**src/rtl/alu_addsub_pipe.sv**
```systemverilog
// alu_addsub_pipe: WIDTH-bit add/sub with carry/borrow, signed-overflow and zero flags; optional ADDSUB_SAT_EN saturation.
// Latency STAGES cycles at one op/cycle; the whole pipe holds while out_valid=1 and out_ready=0 (in_ready low).
module alu_addsub_pipe #(
   parameter int WIDTH  = 8,
   parameter int STAGES = 2
) (
   input  logic             clk,
   input  logic             rst_n,
   input  logic             in_valid,
   output logic             in_ready,
   input  logic             op,
   input  logic [WIDTH-1:0] x,
   input  logic [WIDTH-1:0] y,
   output logic             out_valid,
   input  logic             out_ready,
   output logic [WIDTH:0]   sum,
   output logic             ovf,
   output logic             zero
);

   typedef struct packed {
      logic [WIDTH:0] sum;
      logic           ovf;
      logic           zero;
   } res_t;

   if (WIDTH < 4 || WIDTH > 32 || STAGES < 1 || STAGES > 4) begin : g_param_check
      $error("alu_addsub_pipe: WIDTH must be 4..32 and STAGES 1..4");
   end

   logic             en;
   logic             take;
   logic [WIDTH:0]   raw;
   logic [WIDTH-1:0] low;
   logic             ovf_c;
   res_t             res_d;

   res_t             dat [STAGES];
   logic [STAGES-1:0] vld;

   assign out_valid = vld[STAGES-1];
   assign en        = out_ready | ~out_valid;
   assign in_ready  = en;
   assign take      = in_valid & en;

   // The extra MSB of the WIDTH+1 subtraction is exactly the unsigned borrow.
   always_comb begin
      raw   = '0;
      low   = '0;
      ovf_c = 1'b0;
      res_d = '0;
      if (op) begin
         raw = {1'b0, x} - {1'b0, y};
      end else begin
         raw = {1'b0, x} + {1'b0, y};
      end
      low = raw[WIDTH-1:0];
      if (op) begin
         ovf_c = (x[WIDTH-1] != y[WIDTH-1]) && (low[WIDTH-1] != x[WIDTH-1]);
      end else begin
         ovf_c = (x[WIDTH-1] == y[WIDTH-1]) && (low[WIDTH-1] != x[WIDTH-1]);
      end
`ifdef ADDSUB_SAT_EN
      if (raw[WIDTH]) begin
         low = op ? '0 : '1;
      end
`endif
      res_d.sum  = {raw[WIDTH], low};
      res_d.ovf  = ovf_c;
      res_d.zero = ~|low;
   end

   always_ff @(posedge clk or negedge rst_n) begin
      if (!rst_n) begin
         vld <= '0;
         for (int i = 0; i < STAGES; i++) begin
            dat[i] <= '0;
         end
      end else if (en) begin
         vld[0] <= take;
         dat[0] <= res_d;
         for (int i = 1; i < STAGES; i++) begin
            vld[i] <= vld[i-1];
            dat[i] <= dat[i-1];
         end
      end
   end

   assign sum  = dat[STAGES-1].sum;
   assign ovf  = dat[STAGES-1].ovf;
   assign zero = dat[STAGES-1].zero;

endmodule

```
**config.mk**
```make
export PLATFORM = sky130hd
export DESIGN_NAME = alu_addsub_pipe
export DESIGN_NICKNAME = d
export VERILOG_FILES = /design/src/rtl/alu_addsub_pipe.sv
export SDC_FILE = /design/constraint.sdc
export NUM_CORES = 1
export LEC_CHECK = 0
export ABC_AREA = 1
export CORE_UTILIZATION = 25
export DETAILED_ROUTE_END_ITERATION = 12
export HOLD_SLACK_MARGIN = 0.08
export PLACE_DENSITY = 0.46
export SLEW_MARGIN = 5
export SYNTH_ARGS = -nofsm -noshare
export SYNTH_HDL_FRONTEND = slang
export SYNTH_SLANG_ARGS = --single-unit
```
**constraint.sdc**
```tcl
create_clock -name clk -period 1.6 [get_ports clk]
set_input_delay 0.48 -clock clk [delete_from_list [all_inputs] [get_ports clk]]
set_output_delay 0.48 -clock clk [all_outputs]
set_load 0.05 [all_outputs]
```
**After elaboration in Yosys (flattened, before gate mapping)**

Cells that the tools add are included.

- $add $sub $neg: 2
- Eq/ne operators: 3
- Multiplexer cells: 2
- Bitwise operators: 3
- Reductions and logical operators: 4

Operator list:

| operator | number |
|---|---|
| $add A8 B8 Y9 | 1 |
| $mux W9 | 1 |
| $sub A8 B8 Y9 | 1 |
| $reduce_or A8 Y1 | 1 |
| $logic_and A1 B1 Y1 | 2 |
| $ne A1 B1 Y1 | 2 |
| $and A1 B1 Y1 | 1 |
| $eq A1 B1 Y1 | 1 |
| $logic_not A1 Y1 | 1 |
| $mux W1 | 1 |
| $not A1 Y1 | 1 |
| $or A1 B1 Y1 | 1 |

- Register bits after elaboration: 24
- Output and inout port bits: 13

**Longest topological paths before layout**

- Depth after elaboration: 5
- Mapped depth: 18
- Mapped depth without buffers: 18

**Least setup slack after synthesis**

OpenSTA, ideal clock, no wires.

- Path type: input to register
- Start: input y[0]
- End: register dat[11] in the netlist's numbering
- Arrival time: 2.212 ns
- Setup slack: -0.678 ns
- Stages: 18
- Buffers on the path: 0
- Cell sequence: inv_1 > ha_1 > nand2_1 > nor2_1 > nand2_1 > nand2_1 > xor2_1 > inv_1 > ha_1 > nand2_2 > inv_1 > a21oi_4 > nand2_2 > nand2_2 > nand2_1 > nor2_1 > nand2_1 > nand2_1

- Cells in the longest elaborated chain, start to end: 4
- Elaborated cells on any way between the ends: 5
- Classes of those cells: add/sub: 2; mux: 1; reduce/logical: 2

RTL lines:

| what | RTL line | RTL |
|---|---|---|
| start, declared | 13 | `input logic [WIDTH-1:0] y,` |
| $add A8 B8 Y9 or $sub A8 B8 Y9 (tied branches) | 55, 53 |  |
| $mux W9 * | 52 | `if (op) begin` |
| $reduce_or A8 Y1 * | 70 | `res_d.zero = ~\|low;` |
| $logic_not A1 Y1 * | 70 |  |
| end signal, assigned by index | 84 | `dat[i] <= dat[i-1];` |
| end, declared | 38 | `res_t dat [STAGES];` |

Every way passes the cells marked *; elsewhere a longest branch is shown, timed or not.
A chain may end at the register's enable or synchronous reset.

**Worst setup path in the final report**

- Start: input y[0]
- End: register dat[12] in the netlist's numbering

- Cells in the longest elaborated chain, start to end: 5
- Elaborated cells on any way between the ends: 7
- Classes of those cells: add/sub: 2; eq/ne: 1; mux: 2; reduce/logical: 2

RTL lines:

| what | RTL line | RTL |
|---|---|---|
| $add A8 B8 Y9 or $sub A8 B8 Y9 (tied branches) | 55, 53 |  |
| $mux W9 * | 52 |  |
| $ne A1 B1 Y1 * | 59, 61 |  |
| $logic_and A1 B1 Y1, on equally long branches | 61, 59 |  |
| $mux W1 * | 58 | `if (op) begin` |

Marks and branches as above.

==> summary.md <==
| Metric | Value |
|---|---|
| Status | `finished, violations left` |
| Overall power after layout | `2.778 mW` |
| Skew final | `3.609 ps` |
| Top cells by count, synth | `80 x nand2_1, 30 x inv_1, 24 x dfrtp_1` |
| Buffers on Ports | `33` |
| Routed wire per std cell | `9.946 um` |
| Via count of the first global-routing pass | `between 1k and 1.5k` |
| Portion of the post-synthesis area used by sequential elements | `36.53%` |
| Post-layout nets | `323` |
| Clock latency on the worst-skew pair | `260 ps` |
| Number of remaining DRC errors | `0` |
| Area of the mapped netlist | `around 1600 um2` |
| Number of rows created at floorplan | `29` |
| Async S/R FF share, synth | `between 90% and 100%` |
| Mapped Nets | `approximately 260` |
| Number of antenna diodes | `0` |
| Flip-flop and latch count after synthesis | `24` |
| Power density relative to cell area | `994.2 nW/um2` |
| Antenna violations before repair | `0` |
| Via total after detailed routing | `1533` |
| Largest cells by area after synthesis | `dfrtp_1 37%, nand2_1 18%, ha_1 6.8%` |
| Total number of H-tree levels | `1` |
| Most common cell in the synthesized netlist | `nand2_1` |
| Kind of critical path | `in2reg` |
| Top-area cell type share of the netlist area | `36.53%` |
| Area of the die | `6905 um2` |
| CTS hold repair buffers | `0` |
| Post-synth EDFFs | `0` |
| Clock slew seen by the registers of the worst setup and hold paths | `80 ps` |
| Tcrit/Tclk final | `124.6%` |
| Critical-path cell list | `buf_8, inv_6, ha_4, nand2_4, nor2_4, nand2_1, nand2_1, xor2_1, inv_1, ha_4, nand2_4, inv_2, a21oi_4, nand3_2, nand3_2, nand2_1, nand2_1, nand2_1` |
| Routability Congestion | `~0.80` |
| Total buffers and inverters traversed by the critical path | `4` |
| Average vias per placed instance | `roughly 4.2` |
| Maximum fanout along the worst path | `3` |
| Total CTS buffers | `3` |
| CTS tree | `built` |
| Highest-delay cell along the critical path | `ha_4` |
| Post-route non-filler standard cell count | `368` |
| Post-route worst setup slack | `-393.0 ps` |
| Overall Global Routing Usage | `11.65%` |
| Post-synthesis area per instance | `7.307 um2` |
| I/O pin total | `34` |
| CP Launch Type | `input port` |
| Kind of cell with the highest combined delay on the critical path | `simple AND/OR/NAND/NOR gates` |
| Type of element capturing the critical path | `flop` |
| Critical path's most frequent cell | `nand2_1` |
| Worst setup slack after placement | `-1201 ps` |
| Post-layout min period | `1993 ps` |
| Global-route wire length before repair | `around 6600 um` |
| Die outline height | `83.10 um` |
| Count of mapped cells out of synthesis | `225` |
| Longest individual stage delay on the worst path | `240 ps` |
| Effective utilization at floorplan | `approximately a quarter` |
| Worst Max-Slew Pin Slew | `314.9 ps` |
| CP Data Arrival Time | `2150 ps` |
| Endpoints failing setup | `9` |
| Number of maximum-capacitance constraint violations | `0` |
| Clock sink count | `24` |
| FF-to-FF Start | `vld[1]` |
| Area grow syn2layout | `69.94%` |
| Flip-flop cell with the highest count after synthesis | `dfrtp_1` |
| Antenna-violating nets left | `0` |
| Number of slew-limit violations in the final report | `0` |
| Dpl hpwl | `around 2800 um` |
| Iter 0 DRT Violations | `82` |
| Violated checks | `negative setup slack` |
| Total count of hold-check failures in the final report | `0` |
| Largest net degree at the start of global routing | `25` |
| Type of the tightest min-delay check | `reg2reg` |
| X dimension of the die | `~83 um` |
| Remaining Overflow, GRT | `0` |
| Slew HR | `79.00%` |
| CTS root buffer | `clkbuf_8` |
| Number of placed instances with taps included | `353` |
| Setup repair after global routing missed its margin | `yes` |
| Total number of yosys warnings | `0` |
| Core region area | `~6300 um2` |
| Largest voltage drop on the vdd net | `0.6315 mV` |
| Top cell type by total area after synthesis | `dfrtp_1` |
| Largest buffer count on any clock path | `2` |
| Standby leakage power | `1.385 nW` |
| Startpoint of the worst hold path | `vld[0]` |
| Fin Hold WS | `447.7 ps` |
| Share of post-route cells with drive strength above 1 | `40.89%` |
| Setup crit start | `y[0]` |
| Worst path required time | `1760 ps` |
| 1st-pass router iterations | `4` |
| Sum of routed wire length over all layers | `3660 um` |
| Unique cell type count in the Yosys netlist | `29` |
| FMAX | `501.8 MHz` |
[layout by cell type (no fill, tap or decap), types with 6 or more instances in the layout]
cell type / instances
buf_12: 15
buf_4: 35
buf_6: 6
clkdlybuf4s50_1: 9
dfrtp_1: 24
ha_4: 8
inv_1: 23
nand2_1: 70
nand2_2: 10
nand3_2: 6
nor2_1: 7
[metal layers]
layer  vias to the layer above  GRT usage, %  share of wire, %  wire, um
li1                        825             -                 -         -
met1                       678         14.89                47      1729
met2                        28         19.82                49      1807
met3                         2         1.491               2.6        95
met4                         0         4.702              0.77        28
met5                         -             0                 0         0
[cell type report]
cell class	instances	area, um2
repair buffers	75	799.5
multi-input cells	155	1099
flip-flops and latches	24	600.6
inverters	33	143.9
fillers	641	3556
well taps	77	96.34
clock buffers	4	55.05
[final timing paths]
| kind | slack (ps) | cells past startpoint | to |
|---|---|---|---|
| max | -390 | 18 | dat[12] |
| min | 450 | 2 | vld[1] |
| max reg2reg | 290 | 8 | dat[11] |
| min reg2reg | 450 | 2 | vld[1] |
| max in group asynchronous | 780 | 2 | sum[5] |
| min in group asynchronous | 580 | 2 | sum[2] |
[cells by family after synthesis]
family,Yosys count,share of synthesized area (%)
AND/OR/NAND/NOR,115,30.21
buffers and inverters,46,12.79
flip-flops,24,36.53
AO/OA/AOI/OAI,22,8.143
adder cells (fa/ha/maj),10,8.067
XOR/XNOR,8,4.261
[registers in the layout, summed over array words and instances, names as in the netlist]
name / cells
dat: 11
sum: 9
vld: 2
ovf: 1
zero: 1
[power by group]
group	switching [mW]	total, mW	internal [mW]	leakage, nW
Clock	0.182	0.401	0.219	0.0288
Combinational	0.762	1.52	0.757	1.06
Sequential	0.109	0.857	0.748	0.291
[worst min-delay path, cell delays in order, from the launching register on]
cell	delay, ps
dfrtp_1	330
inv_1	40
nand2_1	50
[what timing repair did]
item                                    CTS  global route
buffers inserted                          8             3
pin swaps                                28            15
cloned                                    0             0
endpoints found under the setup margin   11            10
gates resized for setup                  58            27
[metrics by stage]
stage	cell area, um2	utilization (%)	TNS, ps
after floorplan	1743	-	-2164
after global placement	2457	38.70	-12070
after detailed placement	2457	38.70	-12290
after CTS	2656	41.83	-2461
after global routing	2794	44.00	-3111
final	2794	44.00	-2049
(Power assumes the default switching activity.)
